`config.mk`:
```
export PLATFORM = sky130hd
export DESIGN_NAME = oled_spi_monitor_flat
export DESIGN_NICKNAME = d
export VERILOG_FILES = /design/src/rtl/oled_spi_monitor_if.sv /design/src/rtl/oled_spi_monitor.sv /design/src/flat_wrapper.sv
export SDC_FILE = /design/constraint.sdc
export NUM_CORES = 1
export LEC_CHECK = 0
export CORE_MARGIN = 2
export CORE_UTILIZATION = 45
export CTS_BUF_LIST = sky130_fd_sc_hd__clkbuf_4 sky130_fd_sc_hd__clkbuf_8
export CTS_CLUSTER_SIZE = 8
export DETAILED_ROUTE_END_ITERATION = 16
export PLACE_DENSITY = 0.63
export SLEW_MARGIN = 20
export SYNTH_ARGS = -nofsm -noshare
export SYNTH_HDL_FRONTEND = slang
export SYNTH_SLANG_ARGS = --single-unit
```
`constraint.sdc`:
```
create_clock -name clk -period 3.8 [get_ports clk]
set_input_delay 0.95 -clock clk [delete_from_list [all_inputs] [get_ports clk]]
set_output_delay 0.95 -clock clk [all_outputs]
set_load 0.01 [all_outputs]
```
`src/rtl/oled_spi_monitor_if.sv`:
```
// Bus bundle for the OLED SPI monitor: the sniffed OLED lines, the captured-byte
// stream with its valid/ready handshake, the overflow flag and the byte counters.
// master = the side that drives the OLED lines and consumes bytes; slave = the monitor.
interface oled_spi_monitor_if;
  logic        oled_sclk;
  logic        oled_sdin;
  logic        oled_dc;
  logic        oled_res;
  logic [7:0]  byte_data;
  logic        byte_dc;
  logic        byte_valid;
  logic        byte_ready;
  logic        overflow;
  logic        clear_overflow;
  logic [15:0] cmd_count;
  logic [15:0] data_count;

  modport master (
    output oled_sclk, oled_sdin, oled_dc, oled_res, byte_ready, clear_overflow,
    input  byte_data, byte_dc, byte_valid, overflow, cmd_count, data_count
  );

  modport slave (
    input  oled_sclk, oled_sdin, oled_dc, oled_res, byte_ready, clear_overflow,
    output byte_data, byte_dc, byte_valid, overflow, cmd_count, data_count
  );
endinterface

```
`src/rtl/oled_spi_monitor.sv`:
```
// Passive monitor of an OLED SPI link. Synchronizes the OLED lines, assembles
// MSB-first bytes on SCLK rising edges, tags each with its DC level and queues
// {dc, byte} in a first-word-fall-through FIFO with registered head outputs.
// Partial bytes are discarded on an inter-bit timeout or while the OLED is held
// in reset. Overflow is sticky; command/data byte counters saturate.
module oled_spi_monitor #(
  parameter int FIFO_DEPTH = 16,
  parameter int TIMEOUT    = 4096
) (
  input logic              clk,
  input logic              reset,
  oled_spi_monitor_if.slave bus
);

  localparam int AW = $clog2(FIFO_DEPTH);
  localparam int TW = $clog2(TIMEOUT + 1);

  localparam logic [0:0]    ST_IDLE    = 1'b0;
  localparam logic [0:0]    ST_SHIFT   = 1'b1;
  localparam logic [TW-1:0] TIMER_LAST = TW'(TIMEOUT - 1);
  localparam logic [AW:0]   CNT_FULL   = (AW + 1)'(FIFO_DEPTH);

  // synchronizer stages, bit order {res, dc, sdin, sclk}
  logic [3:0] sync1_r;
  logic [3:0] sync2_r;
  logic       sclk_prev_r;
  logic       sclk_s;
  logic       sdin_s;
  logic       dc_s;
  logic       res_s;
  logic       sclk_edge_s;

  // capture state
  logic [0:0]    state_r;
  logic [2:0]    bit_cnt_r;
  logic [6:0]    shift_r;
  logic [TW-1:0] timer_r;
  logic          push_s;
  logic [8:0]    push_word_s;

  // FIFO state
  logic [8:0]    mem [FIFO_DEPTH];
  logic [AW-1:0] wr_ptr_r;
  logic [AW-1:0] rd_ptr_r;
  logic [AW:0]   count_r;
  logic          full_s;
  logic          pop_s;
  logic          push_ok_s;
  logic          drop_s;
  logic [AW:0]   count_next_s;
  logic [AW-1:0] rd_next_s;
  logic [8:0]    head_next_s;

  // registered outputs
  logic [7:0]  byte_data_r;
  logic        byte_dc_r;
  logic        byte_valid_r;
  logic        overflow_r;
  logic [15:0] cmd_count_r;
  logic [15:0] data_count_r;

  assign sclk_s = sync2_r[0];
  assign sdin_s = sync2_r[1];
  assign dc_s   = sync2_r[2];
  assign res_s  = sync2_r[3];

  // two-flop synchronizers plus previous SCLK sample; everything idles high
  always_ff @(posedge clk or posedge reset) begin
    if (reset) begin
      sync1_r     <= 4'hF;
      sync2_r     <= 4'hF;
      sclk_prev_r <= 1'b1;
    end else begin
      sync1_r     <= {bus.oled_res, bus.oled_dc, bus.oled_sdin, bus.oled_sclk};
      sync2_r     <= sync1_r;
      sclk_prev_r <= sclk_s;
    end
  end

  // edge detect and byte-complete push; bit counter of 7 means this edge carries bit 8
  always_comb begin
    sclk_edge_s = sclk_s & ~sclk_prev_r;
    push_s      = res_s & sclk_edge_s & (bit_cnt_r == 3'd7);
    push_word_s = {dc_s, shift_r, sdin_s};
  end

  // capture FSM: shift on edges, abandon partial bytes on timeout or OLED reset
  always_ff @(posedge clk or posedge reset) begin
    if (reset) begin
      state_r   <= ST_IDLE;
      bit_cnt_r <= 3'd0;
      shift_r   <= 7'd0;
      timer_r   <= '0;
    end else if (!res_s) begin
      state_r   <= ST_IDLE;
      bit_cnt_r <= 3'd0;
      timer_r   <= '0;
    end else if (sclk_edge_s) begin
      shift_r <= {shift_r[5:0], sdin_s};
      timer_r <= '0;
      if (bit_cnt_r == 3'd7) begin
        state_r   <= ST_IDLE;
        bit_cnt_r <= 3'd0;
      end else begin
        state_r   <= ST_SHIFT;
        bit_cnt_r <= bit_cnt_r + 3'd1;
      end
    end else begin
      case (state_r)
        ST_SHIFT: begin
          if (timer_r == TIMER_LAST) begin
            state_r   <= ST_IDLE;
            bit_cnt_r <= 3'd0;
            timer_r   <= '0;
          end else begin
            timer_r <= timer_r + TW'(1);
          end
        end
        default: begin
          state_r   <= ST_IDLE;
          bit_cnt_r <= 3'd0;
          timer_r   <= '0;
        end
      endcase
    end
  end

  // FIFO next-state: a full FIFO still accepts a push when a pop frees a slot the same cycle
  always_comb begin
    full_s    = (count_r == CNT_FULL);
    pop_s     = byte_valid_r & bus.byte_ready;
    push_ok_s = push_s & (~full_s | pop_s);
    drop_s    = push_s & ~push_ok_s;
    rd_next_s = pop_s ? (rd_ptr_r + AW'(1)) : rd_ptr_r;
    case ({push_ok_s, pop_s})
      2'b10:   count_next_s = count_r + (AW + 1)'(1);
      2'b01:   count_next_s = count_r - (AW + 1)'(1);
      default: count_next_s = count_r;
    endcase
    // the incoming word becomes the head only if nothing else remains after this pop
    if (count_next_s == '0) begin
      head_next_s = {byte_dc_r, byte_data_r};
    end else if (push_ok_s && (count_r == (AW + 1)'(pop_s))) begin
      head_next_s = push_word_s;
    end else begin
      head_next_s = mem[rd_next_s];
    end
  end

  // FIFO storage; no reset needed, occupancy is tracked by count_r
  always_ff @(posedge clk) begin
    if (push_ok_s) begin
      mem[wr_ptr_r] <= push_word_s;
    end
  end

  // FIFO pointers, occupancy and registered head-of-FIFO outputs
  always_ff @(posedge clk or posedge reset) begin
    if (reset) begin
      wr_ptr_r     <= '0;
      rd_ptr_r     <= '0;
      count_r      <= '0;
      byte_valid_r <= 1'b0;
      byte_data_r  <= 8'h00;
      byte_dc_r    <= 1'b0;
    end else begin
      if (push_ok_s) begin
        wr_ptr_r <= wr_ptr_r + AW'(1);
      end
      rd_ptr_r     <= rd_next_s;
      count_r      <= count_next_s;
      byte_valid_r <= (count_next_s != '0);
      byte_dc_r    <= head_next_s[8];
      byte_data_r  <= head_next_s[7:0];
    end
  end

  // sticky overflow; a drop in the same cycle as a clear keeps the flag set
  always_ff @(posedge clk or posedge reset) begin
    if (reset) begin
      overflow_r <= 1'b0;
    end else if (drop_s) begin
      overflow_r <= 1'b1;
    end else if (bus.clear_overflow) begin
      overflow_r <= 1'b0;
    end
  end

  // saturating counters of accepted command and data bytes
  always_ff @(posedge clk or posedge reset) begin
    if (reset) begin
      cmd_count_r  <= 16'h0000;
      data_count_r <= 16'h0000;
    end else if (push_ok_s) begin
      if (push_word_s[8]) begin
        if (data_count_r != 16'hFFFF) begin
          data_count_r <= data_count_r + 16'h0001;
        end
      end else begin
        if (cmd_count_r != 16'hFFFF) begin
          cmd_count_r <= cmd_count_r + 16'h0001;
        end
      end
    end
  end

  assign bus.byte_data  = byte_data_r;
  assign bus.byte_dc    = byte_dc_r;
  assign bus.byte_valid = byte_valid_r;
  assign bus.overflow   = overflow_r;
  assign bus.cmd_count  = cmd_count_r;
  assign bus.data_count = data_count_r;

endmodule

```
`src/flat_wrapper.sv`:
```
// flat-port wrapper written by rule: the top's interface ports become plain ports
module oled_spi_monitor_flat 
#(
  parameter int FIFO_DEPTH = 16,
  parameter int TIMEOUT    = 4096
)
  (clk, reset, bus_oled_sclk, bus_oled_sdin, bus_oled_dc, bus_oled_res, bus_byte_ready, bus_clear_overflow, bus_byte_data, bus_byte_dc, bus_byte_valid, bus_overflow, bus_cmd_count, bus_data_count);
  oled_spi_monitor_if bus_i ();
  input logic clk;
  input logic reset;
  input wire logic [$bits(bus_i.oled_sclk)-1:0] bus_oled_sclk;
  input wire logic [$bits(bus_i.oled_sdin)-1:0] bus_oled_sdin;
  input wire logic [$bits(bus_i.oled_dc)-1:0] bus_oled_dc;
  input wire logic [$bits(bus_i.oled_res)-1:0] bus_oled_res;
  input wire logic [$bits(bus_i.byte_ready)-1:0] bus_byte_ready;
  input wire logic [$bits(bus_i.clear_overflow)-1:0] bus_clear_overflow;
  output wire logic [$bits(bus_i.byte_data)-1:0] bus_byte_data;
  output wire logic [$bits(bus_i.byte_dc)-1:0] bus_byte_dc;
  output wire logic [$bits(bus_i.byte_valid)-1:0] bus_byte_valid;
  output wire logic [$bits(bus_i.overflow)-1:0] bus_overflow;
  output wire logic [$bits(bus_i.cmd_count)-1:0] bus_cmd_count;
  output wire logic [$bits(bus_i.data_count)-1:0] bus_data_count;
  assign bus_i.oled_sclk = bus_oled_sclk;
  assign bus_i.oled_sdin = bus_oled_sdin;
  assign bus_i.oled_dc = bus_oled_dc;
  assign bus_i.oled_res = bus_oled_res;
  assign bus_i.byte_ready = bus_byte_ready;
  assign bus_i.clear_overflow = bus_clear_overflow;
  assign bus_byte_data = bus_i.byte_data;
  assign bus_byte_dc = bus_i.byte_dc;
  assign bus_byte_valid = bus_i.byte_valid;
  assign bus_overflow = bus_i.overflow;
  assign bus_cmd_count = bus_i.cmd_count;
  assign bus_data_count = bus_i.data_count;
  oled_spi_monitor #(.FIFO_DEPTH(FIFO_DEPTH), .TIMEOUT(TIMEOUT)) u_core (.clk(clk), .reset(reset), .bus(bus_i));
endmodule
```
# Word-level counts from Yosys, hierarchy flattened
# Memories as Yosys holds them, arrays and structs flattened.
# Index checks and enable logic that the tools add are counted.
[totals]
reg_bits = 89
ramBits = 144
in_bits = 8
output_inout_bits = 43
word_cells = 73
memories = 1
[op_classes]
add_sub_neg = 8
n_eq_ne = 9
n_mux = 21
bitwise_logic = 11
n_reduce_logical = 7
[mem_list]
columns = ["memory", "words", "width", "rd", "rd_ports_with_merged_regs", "write_ports", "line_no", "rtl"]
rows = [
  ["u_core.mem", 16, 9, 1, 0, 1, "oled_spi_monitor.sv:42", "logic [8:0] mem [FIFO_DEPTH];"],
]
[ops]
columns = ["cell", "n"]
rows = [
  ["$mux W13", 4],
  ["$add A16 B1 Y16 const B", 2],
  ["$ne A16 B16 Y1 const B", 2],
  ["$mux W3", 5],
  ["$add A13 B1 Y13 const B", 1],
  ["$eq A13 B12 Y1 const B", 1],
  ["$pmux W5 S2", 1],
  ["$mux W1", 9],
  ["$mux W9", 1],
  ["$add A4 B1 Y4 const B", 2],
  ["$and A1 B1 Y1", 6],
  ["$reduce_and A3 Y1", 2],
  ["$add A5 B1 Y5 const B", 1],
  ["$eq A5 B1 Y1", 1],
  ["$eq A5 B5 Y1 const B", 1],
  ["$logic_not A5 Y1", 1],
  ["$reduce_bool A5 Y1", 1],
  ["$sub A5 B1 Y5 const B", 1],
  ["$mux W4", 1],
  ["$ne A4 B4 Y1 const B", 1],
  ["$not A1 Y1", 4],
  ["$add A3 B1 Y3 const B", 1],
  ["$eq A3 B3 Y1 const B", 1],
  ["$eq A2 B1 Y1 const B", 1],
  ["other kinds (5)", 5],
]

# Depth between registers and ports, before layout
# Gate-level depths: netlist of the first run.
[logic_depth]
word_depth = 8
mapped_depth = 13
depth_no_buf = 12

# Worst setup path after synthesis of the first run
# Ideal clock, no wire load.
[synth_timing]
path_kind = "input to register"
from = "input bus_byte_ready"
to = "register u_core.byte_data_r[0], in the netlist u_core.bus.byte_data[0]"
setup_time_ps = 125
arrival_time_ps = 3176
required_time_ps = 3675
path_slack_ps = 499
stages = 12
path_buffers = 2
cell_sequence = "and2_1 > buf_2 > nand2_1 > inv_1 > ha_1 > nor2b_1 > o21ai_0 > a211oi_1 > or2_2 > o211ai_1 > buf_4 > mux2_2"
[synth_via]
elab_chain_cells = 6
elab_cells_between_ends = 12
cone_classes = "eq/ne (3); mux (3); bitwise (3); reduce/logical (2); memory (1)"
[synth_rtl]
columns = ["item", "line_no", "rtl"]
rows = [
  ["from (decl)", "flat_wrapper.sv:15", "input wire logic [$bits(bus_i.byte_ready)-1:0] bus_byte_ready;"],
  ["$and A1 B1 Y1 (*)", "oled_spi_monitor.sv:131", "pop_s = byte_valid_r & bus.byte_ready;"],
  ["$or A1 B1 Y1", "oled_spi_monitor.sv:132", "push_ok_s = push_s & (~full_s | pop_s);"],
  ["$and A1 B1 Y1", "oled_spi_monitor.sv:132", ""],
  ["$eq A2 B1 Y1 / $eq A2 B2 Y1 (equally long branches)", "oled_spi_monitor.sv:135", "case ({push_ok_s, pop_s})"],
  ["$pmux W5 S2", "oled_spi_monitor.sv:135", ""],
  ["$logic_not A5 Y1", "oled_spi_monitor.sv:141", "if (count_next_s == '0) begin"],
  ["to (signal assigned)", "oled_spi_monitor.sv:174", "byte_data_r <= head_next_s[7:0];"],
  ["to (decl)", "oled_spi_monitor.sv:55", "logic [7:0] byte_data_r;"],
]
# Mark *: on every way between the ends. The rest lies on a longest branch, timed or not.
# A chain may end at the register's enable or synchronous reset.

# Worst setup path in the final report of the first run
[layout_timing]
from = "register u_core.bit_cnt_r[0]"
to = "register u_core.byte_data_r[4], in the netlist u_core.bus.byte_data[4]"
[layout_via]
elab_chain_cells = 6
elab_cells_between_ends = 9
cone_classes = "eq/ne (3); mux (2); bitwise (2); reduce/logical (2)"
[layout_rtl]
columns = ["item", "line_no", "rtl"]
rows = [
  ["from (decl)", "oled_spi_monitor.sv:35", "logic [2:0] bit_cnt_r;"],
  ["from (signal assigned)", "oled_spi_monitor.sv:106", "bit_cnt_r <= bit_cnt_r + 3'd1;"],
  ["$eq A3 B3 Y1 (*)", "oled_spi_monitor.sv:83", "push_s = res_s & sclk_edge_s & (bit_cnt_r == 3'd7);"],
  ["$and A1 B1 Y1 (*)", "oled_spi_monitor.sv:83", ""],
  ["$and A1 B1 Y1 (*)", "oled_spi_monitor.sv:132", ""],
  ["$eq A2 B1 Y1 / $eq A2 B2 Y1 (equally long branches)", "oled_spi_monitor.sv:135", ""],
  ["$pmux W5 S2", "oled_spi_monitor.sv:135", ""],
  ["$logic_not A5 Y1", "oled_spi_monitor.sv:141", ""],
]
# Marked as above.

==> out/metrics.cfg, run 1 <==
[sta]
worst_pin_slew_ps=777
setup_viol=0
slew-limit-headroom_pct=48.2
slew_violations=0
finalHoldViolCount=0
max_freq_ghz=0.293
rsz0062_at_grt=false
setup_slack_ps=382
whs_ps=346
period_needed_ps=3420
period_share_pct=90.0
clock_skew_ps=25.1

[drt]
wire_per_inst_um=20.5
routed_wirelength_mm=23.3
route.detailed.drc=0
vias=6465
dr.pass1.iters=5
ant_nets=0
viasPerCell=5.69
drtIter0Drc=571

[clock_network]
cts_resized=0
postCtsHoldBufs=0
post_cts_buffers=0
clkSlewWorstSetupHoldPaths_ps=60
root_buffer=clkbuf_8
numClockSinks=233
cts_tree=done
cts_made_buffers=41
htreeDepth=2
cts_buffer_depth=3
worstSkewPairLatency_ps=530

[pwr]
power.switching_mw=2.63
vdd_ir_drop_max_mv=0.724
intPower_mw=5.89
p_comb_share_pct=33.5
clkPwrFrac_pct=27.7
p_seq_share_pct=38.8
p_leak_nw=4.71
p_sw_share_pct=30.9
power_density_nw_per_um2=669

[global_route]
grt_max_degree=75
gr-total-overflow=0
antenna_found_initial=0
grt_pass1_wl_mm=37.6
track_usage_pct=18.9
grt_pass1_vias=6694

[hold_path]
min_path_cells=0
hold_end=u_core.sync2_r[1]
min_path_type=flop to flop
min_from=u_core.sync1_r[1]

[critical_path]
endpoint_kind=flop
start_kind=flop
r2r-end=u_core.bus.byte_data[4]
rr_startpoint=u_core.bit_cnt_r[0]
worstRegToRegCells=13
cp.required_ps=4230
worstPathMaxFanout=8
cp-startpoint=u_core.bit_cnt_r[0]
crit_type=flop to flop
r2r_setup_slack_ps=380
cp_data_arrival_time_ps=3850

[final_layout]
multi_input_area_um2=4030
drive_above_1_share_pct=24.1
final-seq-area_um2=6570
area_growth_pct=17.2
fin_nets=810
nFillCells=1921
num_antenna_cells=0

[placement]
dp_slack_ps=-65.3
dp_hpwl_mm=15.1
io_buffer_count=50
routabilityCongestion=0.775

[floorplan]
initial_core_util_pct=46.0
io_pins=51
core_um2=23600
die-area_um2=25400
die_h_um=159
rows=56
die_x_um=159

[yosys]
avgSynthCellArea_um2=15.6
ys.flop_type=edfxtp_1
syn_area_um2=10900
yosysMostFrequentCell=edfxtp_1
yosys_warnings=0
synth_edf_count=144
yosys.area.top_type=edfxtp_1
synth_cells=695
synth-seq-cells=233
synthTopCellsByArea=edfxtp_1 40%, dfrtp_1 18%, mux4_2 14%
synthArstFlopShare_pct=38.2
synth_top_cell_area_share_pct=39.8
seq_area_frac_synth_pct=60.4
synth_nets=717
synthTopCellsByCount=144 x edfxtp_1, 80 x dfrtp_1, 66 x mux4_2, 43 x nand2_1, 34 x nor2_1
synth_cell_types=55

[job]
drv_cap=0

[status]
run_status=completed

[layer usage]
| metal | vias to the layer above | share of wire, % | global-route usage, % |
|---|---|---|---|
| met5 | - | 0 | 0 |
| met4 | 0 | 2.5 | 6.16 |
| met3 | 53 | 5.3 | 3.75 |
| met2 | 189 | 49 | 30.7 |
| met1 | 3325 | 44 | 25.8 |
| li1 | 2898 | - | - |
[per-stage QoR]
step | instance area (um^2) | instances | TNS, ps | total power, mW | utilization [%]
3_3_place_gp | 11900 | 1064 | 0 | 6.18 | 50.4
3_5_place_dp | 11900 | 1064 | -287 | 6.24 | 50.4
4_1_cts | 12700 | 1137 | 0 | 8.63 | 54.0
2_1_floorplan | 10900 | 695 | 0 | 5.40 | -
5_1_grt | 12700 | 1137 | 0 | 8.96 | 54.0
6_report | 12700 | 1137 | 0 | 8.52 | 54.0
[registers in the layout, summed over array words and instances, names as in the netlist, 3 cells and up]
signal                 flops
u_core.bit_cnt_r           3
u_core.bus.byte_data       8
u_core.bus.cmd_count      16
u_core.bus.data_count     16
u_core.count_r             5
u_core.mem               144
u_core.rd_ptr_r            4
u_core.shift_r             7
u_core.sync1_r             4
u_core.sync2_r             4
u_core.timer_r            13
u_core.wr_ptr_r            4
[layout by cell type, fill, tap and decap left out, types with 3 or more instances in the layout]
cell and n:
buf_4 26, nand3_1 31, and2_1 10, clkdlybuf4s50_1 50, clkbuf_8 44, buf_12 4
nand2b_1 5, edfxtp_1 144, inv_1 28, a31oi_1 20, nor2_1 34, a21oi_1 4
mux2_2 10, and4_1 4, mux4_1 15, mux2i_1 7, mux4_2 66, nor2b_1 3
nor3_1 8, o31ai_1 8, or2b_1 5, clkinv_2 3, xor2_1 17, ha_1 13
clkbuf_4 21, nand4_1 9, dfstp_2 9, o21ai_0 13, and3_1 21, clkinv_1 3
nand2_1 43, dfrtp_1 78, xnor2_1 29
[kinds of logic after synthesis]
| family | synth area share (%) |
|---|---|
| XOR/XNOR | 3.96 |
| flip-flops | 60.4 |
| AO/OA/AOI/OAI | 3.48 |
| buffers and inverters | 2.65 |
| adder cells (fa/ha/maj) | 1.68 |
| AND/OR/NAND/NOR | 8.77 |
| multiplexers | 19.1 |
[critical path: stages, from the launching register on]
cell	delay (ps)
dfrtp_1	340
ha_1	150
ha_1	190
nand4b_1	300
nand2_1	240
inv_1	100
ha_1	340
nor2b_1	150
o21ai_0	280
a211oi_1	140
or2_2	320
o211ai_1	310
buf_4	250
mux2i_1	200
[power by group through the flow]
stage / registers [mW] / logic, mW / clock network [mW]
after global placement: 3.33 / 2.85 / 0
after global routing: 3.34 / 3.08 / 2.54
after floorplan: 3.23 / 2.17 / 0
after CTS: 3.30 / 2.90 / 2.43
after detailed placement: 3.35 / 2.89 / 0
final: 3.31 / 2.86 / 2.36
[worst max path at each step]
| stage | end | slack (ps) |
|---|---|---|
| global placement | u_core.bus.byte_data[3] | 110 |
| detailed placement | u_core.bus.byte_data[7] | -70 |
| global route | u_core.bus.byte_data[4] | 90 |
| floorplan | u_core.bus.byte_data[0] | 500 |
| finish | u_core.bus.byte_data[4] | 380 |
| CTS | u_core.bus.byte_data[4] | 370 |
[final cells by class]
type,instances,area share (%)
multi-input combinational,402,31.6
clock inverter,8,0.697
timing repair buffer,80,6.09
clock buffer,65,5.99
tap,319,3.13
inverter,30,0.933
sequential,233,51.5
No activity file was read; power rests on OpenSTA's default activity.
==> run 2, diff against run 1 <==
--- a/config.mk
+++ b/config.mk
@@ -5,6 +5,7 @@
 export SDC_FILE = /design/constraint.sdc
 export NUM_CORES = 1
 export LEC_CHECK = 0
+export ABC_AREA = 1
 export CORE_MARGIN = 2
 export CORE_UTILIZATION = 45
 export CTS_BUF_LIST = sky130_fd_sc_hd__clkbuf_4 sky130_fd_sc_hd__clkbuf_8
==> run 2 against run 1 <==
Clock power hardly changed. Clock-buffer cell count is 1 higher. Sequential power is 6.0% lower. Largest cell class unchanged. Largest power group unchanged.
==> out/metrics.cfg, run 2 <==
[yosys]
synthArstFlopShare_pct=38.2
synthTopCellsByCount=188 x nand2_1, 188 x nand3_1, 144 x edfxtp_1, 143 x inv_1, 80 x dfrtp_1
synth_edf_count=144
ys.flop_type=edfxtp_1
seq_area_frac_synth_pct=61.0
synth_cell_types=42
syn_area_um2=10800
avgSynthCellArea_um2=10.3
synth_cells=1045
yosys_warnings=0
synth-seq-cells=233
yosys.area.top_type=edfxtp_1
synth_top_cell_area_share_pct=40.2
synth_nets=1067
synthTopCellsByArea=edfxtp_1 40%, dfrtp_1 19%, nand3_1 8.7%

[placement]
io_buffer_count=50
dp_hpwl_mm=15.4
dp_cells=1408
dp_slack_ps=230
routabilityCongestion=0.842
placed_cell_area_um2=11800

[hold_path]
min_from=u_core.sync1_r[0]
min_path_type=flop to flop
min_path_cells=0
hold_end=u_core.sync2_r[0]

[sta]
finalSetupTns_ps=0
rsz0062_at_grt=false
slew_violations=0
setup_viol=0
setup_slack_ps=759
slew-limit-headroom_pct=43.3
period_share_pct=80.0
period_needed_ps=3040
clock_skew_ps=22.5
worst_pin_slew_ps=845
whs_ps=349
max_freq_ghz=0.329
finalHoldViolCount=0

[critical_path]
r2r_setup_slack_ps=990
start_kind=primary input
cp.required_ps=4210
endpoint_kind=flop
cp_data_arrival_time_ps=3450
worstRegToRegCells=18
worstPathMaxFanout=10
crit_type=primary input to flop
rr_startpoint=u_core.bit_cnt_r[0]
r2r-end=u_core.bus.byte_dc

[job]
drv_cap=0

[clock_network]
htreeDepth=2
cts_buffer_depth=3
cts_tree=done
root_buffer=clkbuf_8
worstSkewPairLatency_ps=540
numClockSinks=233
post_cts_buffers=0
cts_resized=0
postCtsHoldBufs=0
cts_made_buffers=39
clkSlewWorstSetupHoldPaths_ps=60

[drt]
ant_nets=0
drtIter0Drc=554
dr.pass1.iters=4
viasPerCell=5.12
route.detailed.drc=0
vias=7572
routed_wirelength_mm=24.9
wire_per_inst_um=16.8

[final_layout]
fin_cells=1480
num_antenna_cells=0
area_growth_pct=17.2
largest_register_ffs=144
largest_register=u_core.mem
layout_commonest_cell=nand2_1
fin_nets=1152
final_area_um2=12600
drive_above_1_share_pct=12.1
mostFrequentLayoutCells=188 x nand2_1, 187 x nand3_1, 144 x edfxtp_1, 142 x inv_1, 80 x dfrtp_1

[pwr]
power_density_nw_per_um2=614
p_leak_nw=5.40
vdd_ir_drop_max_mv=0.266

[global_route]
grt_max_degree=74
track_usage_pct=20.4
grt_pass1_wl_mm=39.2
grt_pass1_vias=7406
antenna_found_initial=0
gr-total-overflow=0

[floorplan]
die-area_um2=25200
io_pins=51
initial_core_util_pct=45.8
die_x_um=159
rows=56
die_h_um=159
core_um2=23500

[status]
run_status=completed

run 2: cell types whose count changed after synthesis, sizes merged, moves of 18 or more:
cell / delta
nand3: +159
nand3b: +64
xnor2: -18
and3: -21
nand2: +154
mux4: -81
inv: +118
a31oi: -20
run 2: kinds of logic (layout without fill, tap and decap cells):
logic type | count (synthesis) | count (layout) | synth area share [%]
mux | 2 | 2 | 0.209
compound gates | 33 | 33 | 1.69
buf+inv | 184 | 300 | 6.77
fa+ha+maj | 14 | 14 | 1.70
simple gates | 536 | 536 | 24.8
flops | 233 | 233 | 61.0
xor+xnor | 43 | 43 | 3.78
run 2: area by class of cell:
class	count	area, um^2
inverters	148	557
clock buffers	66	808
multi-input cells	628	3470
well taps	319	399
flip-flops and latches	233	6560
clock inverters	6	32.5
repair buffers	80	776
fillers	2091	10900
run 2: how the worst max path moves through the flow:
stage                                   end           start  cells past startpoint  slack [ps]
floorplan               u_core.bit_cnt_r[0]           reset                      1         560
global placement    u_core.bus.byte_data[0]  bus_byte_ready                     15         270
detailed placement  u_core.bus.byte_data[2]  bus_byte_ready                     15         230
CTS                      u_core.bus.byte_dc  bus_byte_ready                     15         800
global route        u_core.bus.byte_data[7]  bus_byte_ready                     15         530
finish                   u_core.bus.byte_dc  bus_byte_ready                     18         760
run 2: routing by layer:
| layer | up-vias | track usage (%) | wire [um] |
|---|---|---|---|
| met5 | - | 0 | 0 |
| met4 | 0 | 7.68 | 675 |
| met3 | 47 | 3.46 | 1310 |
| met2 | 217 | 31.4 | 11200 |
| met1 | 3641 | 29.0 | 11700 |
| li1 | 3667 | - | - |
run 2: metrics by stage:
step	power, mW	util, %
after floorplan	4.58	-
after global placement	5.43	50.1
after detailed placement	5.46	50.1
after CTS	7.81	53.7
after global routing	8.17	53.7
final	7.74	53.7
run 2: critical path, stage by stage:
cell             delay (ps)
clkdlybuf4s50_1         550
nand2_4                 130
inv_2                   110
nand2_2                 110
inv_1                   130
ha_1                    290
a21oi_1                 200
nand2_1                  70
nand2_1                  70
nand2_1                  50
inv_1                    50
nand2_1                  40
nand2_1                  70
nand2_1                  80
nor2_4                  230
nand2_4                 140
nand3_1                 110
nand2_1                  50
run 2: power by group:
group / internal [mW] / switching (mW)
clock network: 1.34 / 0.985
registers: 2.90 / 0.214
logic: 0.794 / 1.51
total: 5.03 / 2.71
==> run 3, diff against run 2 <==
==> constraint.sdc (replaced) <==
create_clock -name clk -period 2.9 [get_ports clk]
set_input_delay 0.725 -clock clk [delete_from_list [all_inputs] [get_ports clk]]
set_output_delay 0.725 -clock clk [all_outputs]
set_load 0.01 [all_outputs]
==> run 3 against run 2 <==
Via count grew 1.4%. Clock-buffer cell count is 7 lower. Total power up 32%. Final cell count grew 1.7%. Sequential power up 31%. Core utilization grew 0.90 points. Critical path type is now flop to flop. Highest routed layer unchanged.
==> out/metrics.cfg, run 3 (synthesis gave the netlist of run 2 again) <==
[status]
run_status=completed

[critical_path]
worstPathMaxFanout=8
start_kind=flop
cp_data_arrival_time_ps=3120
crit_type=flop to flop
cp.required_ps=3370
endpoint_kind=flop
r2r_setup_slack_ps=250

[pwr]
p_seq_share_pct=39.9
p_comb_share_pct=31.6
p_leak_nw=5.51
intPower_mw=6.65
power_density_nw_per_um2=797
power.switching_mw=3.57
clkPwrFrac_pct=28.5
vdd_ir_drop_max_mv=0.437
p_sw_share_pct=34.9

[clock_network]
worstSkewPairLatency_ps=540
postCtsHoldBufs=0
clkSlewWorstSetupHoldPaths_ps=60
cts_resized=0
cts_tree=done
numClockSinks=233
cts_buffer_depth=3
htreeDepth=2
root_buffer=clkbuf_8
cts_made_buffers=40
post_cts_buffers=0

[final_layout]
largest_register=u_core.mem
final_core_util_pct=54.6
final_area_um2=12800
layout_commonest_cell=nand2_1
area_growth_pct=19.1
final-seq-area_um2=6560
num_antenna_cells=0
nFillCells=2053
largest_register_ffs=144
drive_above_1_share_pct=13.4
multi_input_area_um2=3470
fin_nets=1177
mostFrequentLayoutCells=188 x nand2_1, 187 x nand3_1, 144 x edfxtp_1, 142 x inv_1, 80 x dfrtp_1

[global_route]
antenna_found_initial=0
grt_max_degree=40
grt_pass1_wl_mm=39.8
grt_pass1_vias=7554
track_usage_pct=20.7
gr-total-overflow=0

[drt]
vias=7681
viasPerCell=5.10
ant_nets=0
routed_wirelength_mm=24.8
route.detailed.drc=0
dr.pass1.iters=6
drtIter0Drc=462
wire_per_inst_um=16.5

[sta]
slew_violations=0
setup_slack_ps=248
setup_viol=0
rsz0062_at_grt=false
slew-limit-headroom_pct=49.2
worst_pin_slew_ps=761
max_freq_ghz=0.377
finalHoldViolCount=0
period_share_pct=91.4
clock_skew_ps=25.2
period_needed_ps=2650

[placement]
placed_cell_area_um2=12000
dp_slack_ps=-109
dp_hpwl_mm=16.1
io_buffer_count=50
routabilityCongestion=0.819

[floorplan]
die_h_um=159
rows=56
initial_core_util_pct=45.8
die-area_um2=25200
die_x_um=159
core_um2=23500
io_pins=51

[job]
drv_cap=0

[hold_path]
min_path_type=flop to flop

run 3: changes by cell type in the layout (fill, tap and decap cells not counted):
cell | previous run | this run
clkinvlp_4 | 1 | 3
buf_4 | 26 | 44
clkbuf_8 | 50 | 46
clkbuf_4 | 16 | 13
clkinv_1 | 3 | 10
buf_12 | 4 | 10
inv_6 | 1 | 0
run 3: power by group through the flow:
stage	combinational, mW	clock [mW]	sequential, mW
finish	3.23	2.91	4.08
global route	3.58	3.11	4.10
CTS	3.25	2.97	4.08
detailed placement	3.25	0	4.14
global placement	3.20	0	4.14
floorplan	1.95	0	4.05
run 3: layout make-up:
cell class / count / area share, %
Sequential cell: 233 / 51.2
Tap cell: 319 / 3.11
Multi-Input combinational cell: 628 / 27.1
Clock inverter: 14 / 0.488
Timing Repair Buffer: 104 / 8.04
Clock buffer: 59 / 5.70
Inverter: 148 / 4.36
run 3: worst max-delay path, stage by stage (launching register included):
cell	delay (ps)
dfrtp_1	390
ha_1	210
ha_1	190
nand4_1	180
nand2_2	110
inv_1	120
ha_1	270
a21o_1	190
nor2_1	130
inv_1	60
nand2_1	60
nand2_1	50
a21oi_2	260
buf_4	210
nand3_1	90
nand2_1	70
run 3: per-stage QoR:
step / power [mW] / TNS (ps) / hold slack (ps) / instances
6_report: 10.2 / 0 / 360 / 1505
5_1_grt: 10.8 / 0 / 363 / 1505
4_1_cts: 10.3 / 0 / 359 / 1505
3_5_place_dp: 7.39 / -903 / 347 / 1432
3_3_place_gp: 7.33 / -434 / 346 / 1432
2_1_floorplan: 6.00 / 0 / 345 / 1045
run 3: final timing paths:
| kind | startpoint | cells after the start | to |
|---|---|---|---|
| setup reg to reg | u_core.bit_cnt_r[0] | 15 | u_core.bus.byte_data[2] |
| min in group asynchronous | reset | 2 | u_core.bus.data_count[2] |
| hold / removal | u_core.sync1_r[2] | 0 | u_core.sync2_r[2] |
| hold reg to reg | u_core.sync1_r[2] | 0 | u_core.sync2_r[2] |
| setup / recovery | u_core.bit_cnt_r[0] | 15 | u_core.bus.byte_data[2] |
| max in group asynchronous | reset | 3 | u_core.sync2_r[3] |
run 3: per-layer routing:
layer | vias to the layer above | GRT usage [%] | wire length, um
li1 | 3727 | - | -
met1 | 3676 | 28.3 | 11100
met2 | 208 | 32.5 | 11400
met3 | 70 | 3.59 | 1380
met4 | 0 | 9.22 | 939
met5 | - | 0 | 0
